==> config.mk <==
export PLATFORM = sky130hd
export DESIGN_NAME = prog_counter
export DESIGN_NICKNAME = d
export VERILOG_FILES = /design/src/rtl/prog_cnt_pkg.sv /design/src/rtl/prog_cnt_prescaler.sv /design/src/rtl/prog_counter.sv
export SDC_FILE = /design/constraint.sdc
export NUM_CORES = 1
export LEC_CHECK = 0
export CAP_MARGIN = 20
export CELL_PAD_IN_SITES_DETAIL_PLACEMENT = 2
export CELL_PAD_IN_SITES_GLOBAL_PLACEMENT = 2
export CORE_ASPECT_RATIO = 1.4
export CORE_MARGIN = 4
export CORE_UTILIZATION = 37
export CTS_CLUSTER_SIZE = 25
export DETAILED_ROUTE_END_ITERATION = 10
export DONT_BUFFER_PORTS = 1
export PLACE_DENSITY = 0.8
export SLEW_MARGIN = 25
export SYNTH_ARGS = -nofsm -noshare
export SYNTH_HDL_FRONTEND = slang
export SYNTH_SLANG_ARGS = --single-unit
==> constraint.sdc <==
create_clock -name clki -period 3 [get_ports clki]
set_input_delay 0.3 -clock clki [delete_from_list [all_inputs] [get_ports clki]]
set_output_delay 0.3 -clock clki [all_outputs]
set_load 0.1 [all_outputs]
==> src/rtl/prog_cnt_pkg.sv <==
// Shared encodings for the programmable counter: count modes and control FSM states.
package prog_cnt_pkg;

  // Terminal-event behaviour; the spare encoding behaves like WRAP
  typedef enum logic [1:0] {
    MODE_WRAP    = 2'b00,
    MODE_SAT     = 2'b01,
    MODE_ONESHOT = 2'b10,
    MODE_RSVD    = 2'b11
  } mode_e;

  // Control FSM: IDLE (stopped), RUN (counting ticks), DONE (one-shot finished)
  typedef enum logic [1:0] {
    IDLE = 2'b00,
    RUN  = 2'b01,
    DONE = 2'b10
  } state_e;

endpackage

==> src/rtl/prog_cnt_prescaler.sv <==
// Prescaler for prog_counter: counts clock cycles and emits a tick every presc+1
// cycles while not held. Held (and cleared) whenever the counter is not actively
// running, so a fresh run always waits a full presc+1 cycles for its first tick.
module prog_cnt_prescaler #(
  parameter int PRESCALE_W = 4
) (
  input  logic                  clki,
  input  logic                  rstn_n,
  input  logic [PRESCALE_W-1:0] presc,
  input  logic                  hold,
  output logic                  tick
);

  localparam logic [PRESCALE_W-1:0] PCNT_ONE = PRESCALE_W'(1);

  logic [PRESCALE_W-1:0] r_pcnt;

  // Exact compare: a presc below the current pcnt lets pcnt run on and wrap first
  assign tick = !hold && (r_pcnt == presc);

  // Cycle counter: cleared on hold or tick, otherwise free-running modulo 2^PRESCALE_W
  always_ff @(posedge clki or negedge rstn_n) begin
    if (!rstn_n) begin
      r_pcnt <= '0;
    end else if (hold || tick) begin
      r_pcnt <= '0;
    end else begin
      r_pcnt <= r_pcnt + PCNT_ONE;
    end
  end

endmodule

==> src/rtl/prog_counter.sv <==
// Programmable counter: prescaled ticks, up/down, modulus, parallel load and
// WRAP / SAT / ONESHOT terminal behaviour, with tc pulse, sticky ovf and busy.
// Optional capture port set (cap, cap_val, cap_vld) enabled by PROG_CNT_CAPTURE_EN.
module prog_counter
  import prog_cnt_pkg::*;
#(
  parameter int WIDTH      = 8,
  parameter int PRESCALE_W = 4
) (
  input  logic                  clki,
  input  logic                  rstn_n,
  input  logic                  en,
  input  logic                  clr,
  input  logic                  load,
  input  logic [WIDTH-1:0]      load_val,
  input  logic                  dir,
  input  logic [1:0]            mode,
  input  logic [WIDTH-1:0]      modulus,
  input  logic [PRESCALE_W-1:0] presc,
  output logic [WIDTH-1:0]      count,
  output logic                  tc,
  output logic                  ovf,
  output logic                  busy
`ifdef PROG_CNT_CAPTURE_EN
  ,
  input  logic                  cap,
  output logic [WIDTH-1:0]      cap_val,
  output logic                  cap_vld
`endif
);

  localparam logic [WIDTH-1:0] CNT_ONE = WIDTH'(1);

  state_e           r_state, w_state_next;
  logic [WIDTH-1:0] r_count, w_count_next;
  logic             r_tc, w_tc_next;
  logic             r_ovf, w_ovf_next;
  logic             r_busy;
  logic             w_run_active;
  logic             w_tick;
  logic             w_terminal;
  mode_e            w_mode;

  assign w_mode = mode_e'(mode);

  // Only a plain RUN cycle advances the prescaler; clr, load or en=0 hold it at 0
  assign w_run_active = (r_state == RUN) && en && !clr && !load;

  // Up count ends at or beyond modulus (so modulus=0 ends on every tick); down ends at 0
  assign w_terminal = dir ? (r_count >= modulus) : (r_count == '0);

  prog_cnt_prescaler #(
    .PRESCALE_W(PRESCALE_W)
  ) u_prescaler (
    .clki  (clki),
    .rstn_n(rstn_n),
    .presc (presc),
    .hold  (!w_run_active),
    .tick  (w_tick)
  );

  // Next state and datapath: clr beats load beats tick step
  always_comb begin
    w_state_next = r_state;
    w_count_next = r_count;
    w_tc_next    = 1'b0;
    w_ovf_next   = r_ovf;

    if (clr) begin
      w_state_next = IDLE;
      w_count_next = '0;
      w_ovf_next   = 1'b0;
    end else begin
      case (r_state)
        IDLE:    if (en) w_state_next = RUN;
        RUN:     if (!en) w_state_next = IDLE;
        DONE:    if (load && en) w_state_next = RUN;
        default: w_state_next = IDLE;
      endcase

      if (load) begin
        w_count_next = load_val;
      end else if (w_tick) begin
        if (!w_terminal) begin
          w_count_next = dir ? (r_count + CNT_ONE) : (r_count - CNT_ONE);
        end else begin
          case (w_mode)
            MODE_SAT: begin
              // Saturation reports only the first terminal event since ovf was cleared
              w_tc_next  = !r_ovf;
              w_ovf_next = 1'b1;
            end
            MODE_ONESHOT: begin
              w_tc_next    = 1'b1;
              w_ovf_next   = 1'b1;
              w_state_next = DONE;
            end
            default: begin
              w_count_next = dir ? '0 : modulus;
              w_tc_next    = 1'b1;
              w_ovf_next   = 1'b1;
            end
          endcase
        end
      end
    end
  end

  // Register state and all outputs so tc lines up with the post-event count
  always_ff @(posedge clki or negedge rstn_n) begin
    if (!rstn_n) begin
      r_state <= IDLE;
      r_count <= '0;
      r_tc    <= 1'b0;
      r_ovf   <= 1'b0;
      r_busy  <= 1'b0;
    end else begin
      r_state <= w_state_next;
      r_count <= w_count_next;
      r_tc    <= w_tc_next;
      r_ovf   <= w_ovf_next;
      r_busy  <= (w_state_next == RUN);
    end
  end

  assign count = r_count;
  assign tc    = r_tc;
  assign ovf   = r_ovf;
  assign busy  = r_busy;

`ifdef PROG_CNT_CAPTURE_EN
  logic [WIDTH-1:0] r_cap_val;
  logic             r_cap_vld;

  // Snapshot the count as it stood before this cycle's update; clr leaves it alone
  always_ff @(posedge clki or negedge rstn_n) begin
    if (!rstn_n) begin
      r_cap_val <= '0;
      r_cap_vld <= 1'b0;
    end else begin
      r_cap_vld <= cap;
      if (cap) r_cap_val <= r_count;
    end
  end

  assign cap_val = r_cap_val;
  assign cap_vld = r_cap_vld;
`endif

endmodule

== After elaboration in Yosys (flattened, before gate mapping) ==
Index checks and enable logic that the tools add are counted.

* Register bits: 17
* Bits of input ports: 28
* Logic and storage cells: 63
* Bits in read-only memories: 0
* Memory bits (writable): 0
* Memories: 0
* Latch bits: 0

* Shift-type cells: 0
* Multiply operators: 0
* Divide/modulo/power cells: 0
* $lt $le $gt $ge: 1
* Bitwise logic cells: 0
* Eq/ne operators: 8
* Reductions and logical operators: 18
* Mux-type cells: 27
* Add/subtract/negate cells: 3

{| class="wikitable"
|+ Operator list
! kind !! number
|-
| 8-bit 2-to-1 mux || 7
|-
| 2-bit 2-to-1 mux || 8
|-
| 1-bit 2-to-1 mux || 10
|-
| 8-bit by 1-bit adder with 8-bit output (second input constant) || 1
|-
| 8-bit greater-or-equal comparator || 1
|-
| 8-bit zero test || 1
|-
| 8-bit by 1-bit subtractor with 8-bit output (second input constant) || 1
|-
| 2-bit by 1-bit equality test with 1-bit output (second input constant) || 3
|-
| 2-bit case mux with 3 select lines || 1
|-
| 1-bit logical AND || 5
|-
| 4-bit by 1-bit adder with 4-bit output (second input constant) || 1
|-
| 2-bit equality test (second input constant) || 2
|-
| 4-bit equality test || 1
|-
| 1-bit zero test || 4
|-
| 4-bit 2-to-1 mux || 1
|-
| 4-bit inequality test (second input constant) || 1
|-
| 2-bit nonzero test || 2
|-
| 3-bit AND reduction || 1
|-
| 3-bit nonzero test || 1
|-
| 2-bit zero test || 1
|-
| 2-bit inequality test (second input constant) || 1
|-
| 2-bit AND reduction || 1
|-
| 2-bit OR reduction || 1
|-
| 1-bit logical OR || 1
|}

== Depth between registers and ports, before layout ==
* Word-level depth: 9
* Gate-level depth with buffers: 9
* Mapped depth without buffers: 8

== Modules after synthesis ==
Synthesis repeated with hierarchy kept, for this count alone.

* Cell total of the unflattened synthesis: 184
* Area total of the unflattened synthesis: 1619.1 µm²

{| class="wikitable"
|+ Modules (own cells, without submodules)
! module !! times used !! cells an instance !! sequential area each (µm²) !! area each (µm²)
|-
| prog_counter || 1 || 166 || 325.3 || 1396.3
|-
| prog_cnt_prescaler || 1 || 18 || 100.1 || 222.7
|}

== Worst setup path before layout ==
OpenSTA, ideal clock, no wires.

* Kind: register to register
* From: register r_count[0], in the netlist count[0]
* To: register r_count[5], in the netlist count[5]
* Arrival: 2.875 ns
* Buffers on the path: 1
* Slack: -0.004 ns
* Setup time: 0.129 ns
* Period minus slack after synthesis: 3.004 ns
* Cell stages (with the launch flop): 9
* Path through: dfrtp_1 inv_1 ha_1 nor2b_1 o21ai_0 a221oi_4 o32ai_2 buf_6 mux2_1

* Word-level cells in the longest chain between the ends: 6
* Elaborated cells between the ends (all ways): 12
* Classes of those cells: add/sub (2); order compare (1); eq/ne (1); mux (6); reduce/logical (2)

{| class="wikitable"
|+ RTL lines
! item !! RTL line !! source
|-
| start: declaration || prog_counter.sv:35 || <nowiki>logic [WIDTH-1:0] r_count, w_count_next;</nowiki>
|-
| start signal: assignment || prog_counter.sv:119 || <nowiki>r_count <= w_count_next;</nowiki>
|-
| 8-bit by 1-bit subtractor with 8-bit output, or another cell as far along || prog_counter.sv:85 || <nowiki>w_count_next = dir ? (r_count + CNT_ONE) : (r_count - CNT_ONE);</nowiki>
|-
| 8-bit 2-to-1 mux / 1-bit 2-to-1 mux (equally long branches) || prog_counter.sv:85, prog_counter.sv:50 ||
|-
| 8-bit 2-to-1 mux || prog_counter.sv:84 || <nowiki>if (!w_terminal) begin</nowiki>
|-
| 8-bit 2-to-1 mux || prog_counter.sv:83 || <nowiki>end else if (w_tick) begin</nowiki>
|-
| 8-bit 2-to-1 mux || prog_counter.sv:81 || <nowiki>if (load) begin</nowiki>
|-
| 8-bit 2-to-1 mux || prog_counter.sv:69 || <nowiki>if (clr) begin</nowiki>
|}

Parallel ways exist; a longest one is shown, timed or not. The select of a mux whose other input is x is not followed.
A chain may end at the register's enable or synchronous reset.

== Final worst setup path ==
* From: register r_count[0], in the netlist count[0]
* To: register r_count[7], in the netlist count[7]

Same word-level chain as after synthesis.

==> impl_metrics.tcl <==
set metrics [dict create \
    critical-path-max-stage-delay_ns 0.59 \
    min_period_over_period_pct 85.1 \
    synth_mux_area_share_pct 0.731 \
    holdWs_ns 0.0990 \
    overflow 0 \
    fp.dieW_um 62.6 \
    rsz0062_at_grt "no" \
    cts_root_buf "clkbuf_8" \
    worstPathArrival_ns 2.70 \
    drt_iter0_drc 39 \
    setup_ws_ns 0.448 \
    layout-drive-gt1-share_pct 12.8 \
    htreeDepth 1 \
    clock-sinks 17 \
    io_pins 39 \
    path_class "flop to flop" \
    fin_skew_ns 0.00332 \
    crit_chain "buf_4 > nor3_1 > and4_1 > a21oi_1 > o32ai_2 > buf_4 > nand2_1 > o41ai_2" \
    timing.final.hold_violations 0 \
    yosys.area.top_type "dfrtp_1" \
    grt_usage_pct 20.6 \
    fmax_mhz 392 \
    post-route-drc-count 0 \
    critPathTopFamily "compound AO/OA/AOI/OAI gates" \
    combPwrFrac_pct 49.3 \
    async_reset_ff_share_pct 100 \
    grt_max_degree 18 \
    worstHoldPathType "primary input to flop" \
    crit_end "count[7]$_DFFE_PN0P_" \
    synth-simple-area-share_pct 18.0 \
    leakage_nw 0.786 \
    yosys.cell_types.count 45 \
    clkTransAtPathRegs_ns 0.07 \
    synthXorXnorAreaFrac_pct 4.55 \
    worst_slew_pin_slew_ns 0.917 \
    synth_nets 224 \
    dp_hpwl_mm 4.38 \
    crit_top_cell "buf_4" \
    cp.depth 8 \
    diodes 0 \
    cts_buffer_depth 2 \
    crit_start "count[0]$_DFFE_PN0P_" \
    via_per_inst 6.23 \
    worst-path-max-fanout 8 \
    yosysSeqAreaShare_pct 27.6 \
    gp_congestion 0.879 \
    synth_ff_type "dfrtp_1" \
    end_kind "flop" \
    power.switching_uw 412 \
    cts_tree "yes" \
    start_util_pct 38.7 \
    synthCells 178 \
    areaGrowthSynthToFinish_pct 10.1 \
    synth_top_area_share_pct 27.6 \
    maxUsedRoutingLayer "met4" \
    wire_per_inst_um 22.1 \
    core_area_um2 3990 \
    cp_slowest_cell "o32ai_2" \
    cts_buffers 3 \
    synth_edf_count 0 \
    rrSetupSlack_ns 0.45 \
    grt_pass1_vias 1739 \
    antenna_found_initial 0 \
    synth_compound_area_share_pct 26.7 \
    pwr-share-seq_pct 31.1 \
    finalSetupViolCount 0 \
    synthTopCellsByArea "dfrtp_1, ha_1, inv_1" \
    power_density_nw_per_um2 525 \
    maxSlewViolCount 0 \
    dieArea_um2 5280 \
    reg2reg_to "count[7]$_DFFE_PN0P_" \
    post-place-ws_ns 0.487 \
    wl_met2_mm 2.85 \
    fin_setup_tns_ns 0 \
    yosysWarningCount 0 \
    cp.required_ns 3.15 \
    p_int_uw 479 \
    n_fill_cell 481 \
    synth_common_cells "inv_1, dfrtp_1, ha_1" \
    swShare_pct 46.2 \
    postRouteAntennaNets 0 \
    via_count 1439 \
    synth_top_family_by_area "compound AO/OA/AOI/OAI gates" \
    synth-adder-area-share_pct 15.1 \
    rows 27 \
    yosysMostFrequentCell "inv_1" \
    post_cts_buffers 0 \
    nNetsFinal 235 \
    routed_wl_mm 5.10 \
    wl_met3_um 220 \
    met1_length_mm 1.84 \
    status "finished clean" \
    grt_pass1_wl_mm 8.58 \
    portBuffers 0 \
    clk_latency_ns 0.26 \
    die_h_um 84.4 \
    avgSynthCellArea_um2 8.66 \
    synth_area_um2 1540 \
    rr_startpoint "count[0]$_DFFE_PN0P_" \
    critPathBufInv 2 \
    first_pass_iters 4 \
    min_period_ns 2.55 \
    maxCapViolations 0 \
    yosys_register_bits 17 \
    startpoint_type "flop" \
    maxSlewHeadroom_pct 38.8 \
    vdd_ir_drop_max_v 0.000219 \
    p_clk_share_pct 19.6 \
    r2r_cells 8 \
]
==> flip-flops by register name (all words and copies together) (netlist names) <==
register / cells
ovf: 1
count: 8
r_state: 2
tc: 1
u_prescaler.r_pcnt: 4
busy: 1
==> what timing repair did <==
| item | CTS | global route |
|---|---|---|
| hold buffers | 1 | 0 |
| hold endpoints to repair | 17 | 0 |
| gates resized for setup | 0 | 0 |
==> power by group through the flow <==
stage	sequential [mW]	clock, mW	combinational [mW]
2_1_floorplan	0.388	0	0.221
3_3_place_gp	0.280	0	0.409
3_5_place_dp	0.281	0	0.435
4_1_cts	0.277	0.184	0.443
5_1_grt	0.280	0.198	0.479
6_report	0.277	0.175	0.440
==> through the flow <==
step	util (%)	std cells	power (mW)	instance area, um^2
floorplan	-	178	0.609	1540
global placement	41.2	226	0.688	1640
detailed placement	41.2	226	0.716	1640
CTS	42.6	231	0.905	1700
global route	42.6	231	0.958	1700
finish	42.6	231	0.892	1700
==> logic make-up after synthesis <==
family,count (synthesis)
compound gates,53
simple gates,53
buf+inv,28
fa+ha+maj,18
flops,17
xor+xnor,8
mux,1
==> placed cells by master, fill, tap and decap left out, drive strengths merged, types with 2 or more instances in the layout <==
cell,instances
xnor2,6
or2,2
buf,9
a21oi,14
inv,24
nor2,16
dfrtp,17
nand2,10
nand3,3
o41ai,3
clkbuf,3
or3,2
o21ai,9
ha,17
a31oi,4
o32ai,2
xor2,2
a21o,2
nor4,4
and3,4
a221o,5
nor2b,4
nor3,2
nand3b,2
a211oi,3
==> layer usage <==
layer	global-route usage, %	up-vias
li1	-	670
met1	20.2	718
met2	39.9	36
met3	4.28	15
met4	10.4	0
met5	0	-
==> area by class of cell <==
type	instances	area, um^2	share of cell area (%)
Tap cell	43	53.8	3.17
Sequential cell	17	427	25.1
Timing Repair Buffer	10	77.6	4.57
Clock buffer	3	41.3	2.43
Clock inverter	1	5.00	0.295
Multi-Input combinational cell	133	1000	59.1
Inverter	24	90.1	5.31
==> worst min path at each step <==
stage               startpoint              endpoint  slack (ns)  cells after the start
detailed placement      rstn_n       ovf$_DFFE_PN0P_       0.005                      0
global placement        rstn_n       ovf$_DFFE_PN0P_       0.005                      0
global route               clr  r_state[1]$_DFF_PN0_        0.09                      1
finish                     clr       ovf$_DFFE_PN0P_         0.1                      1
CTS                        clr       ovf$_DFFE_PN0P_         0.1                      1
floorplan               rstn_n        busy$_DFF_PN0_       0.004                      0
Power figures use the tool's default switching activity.
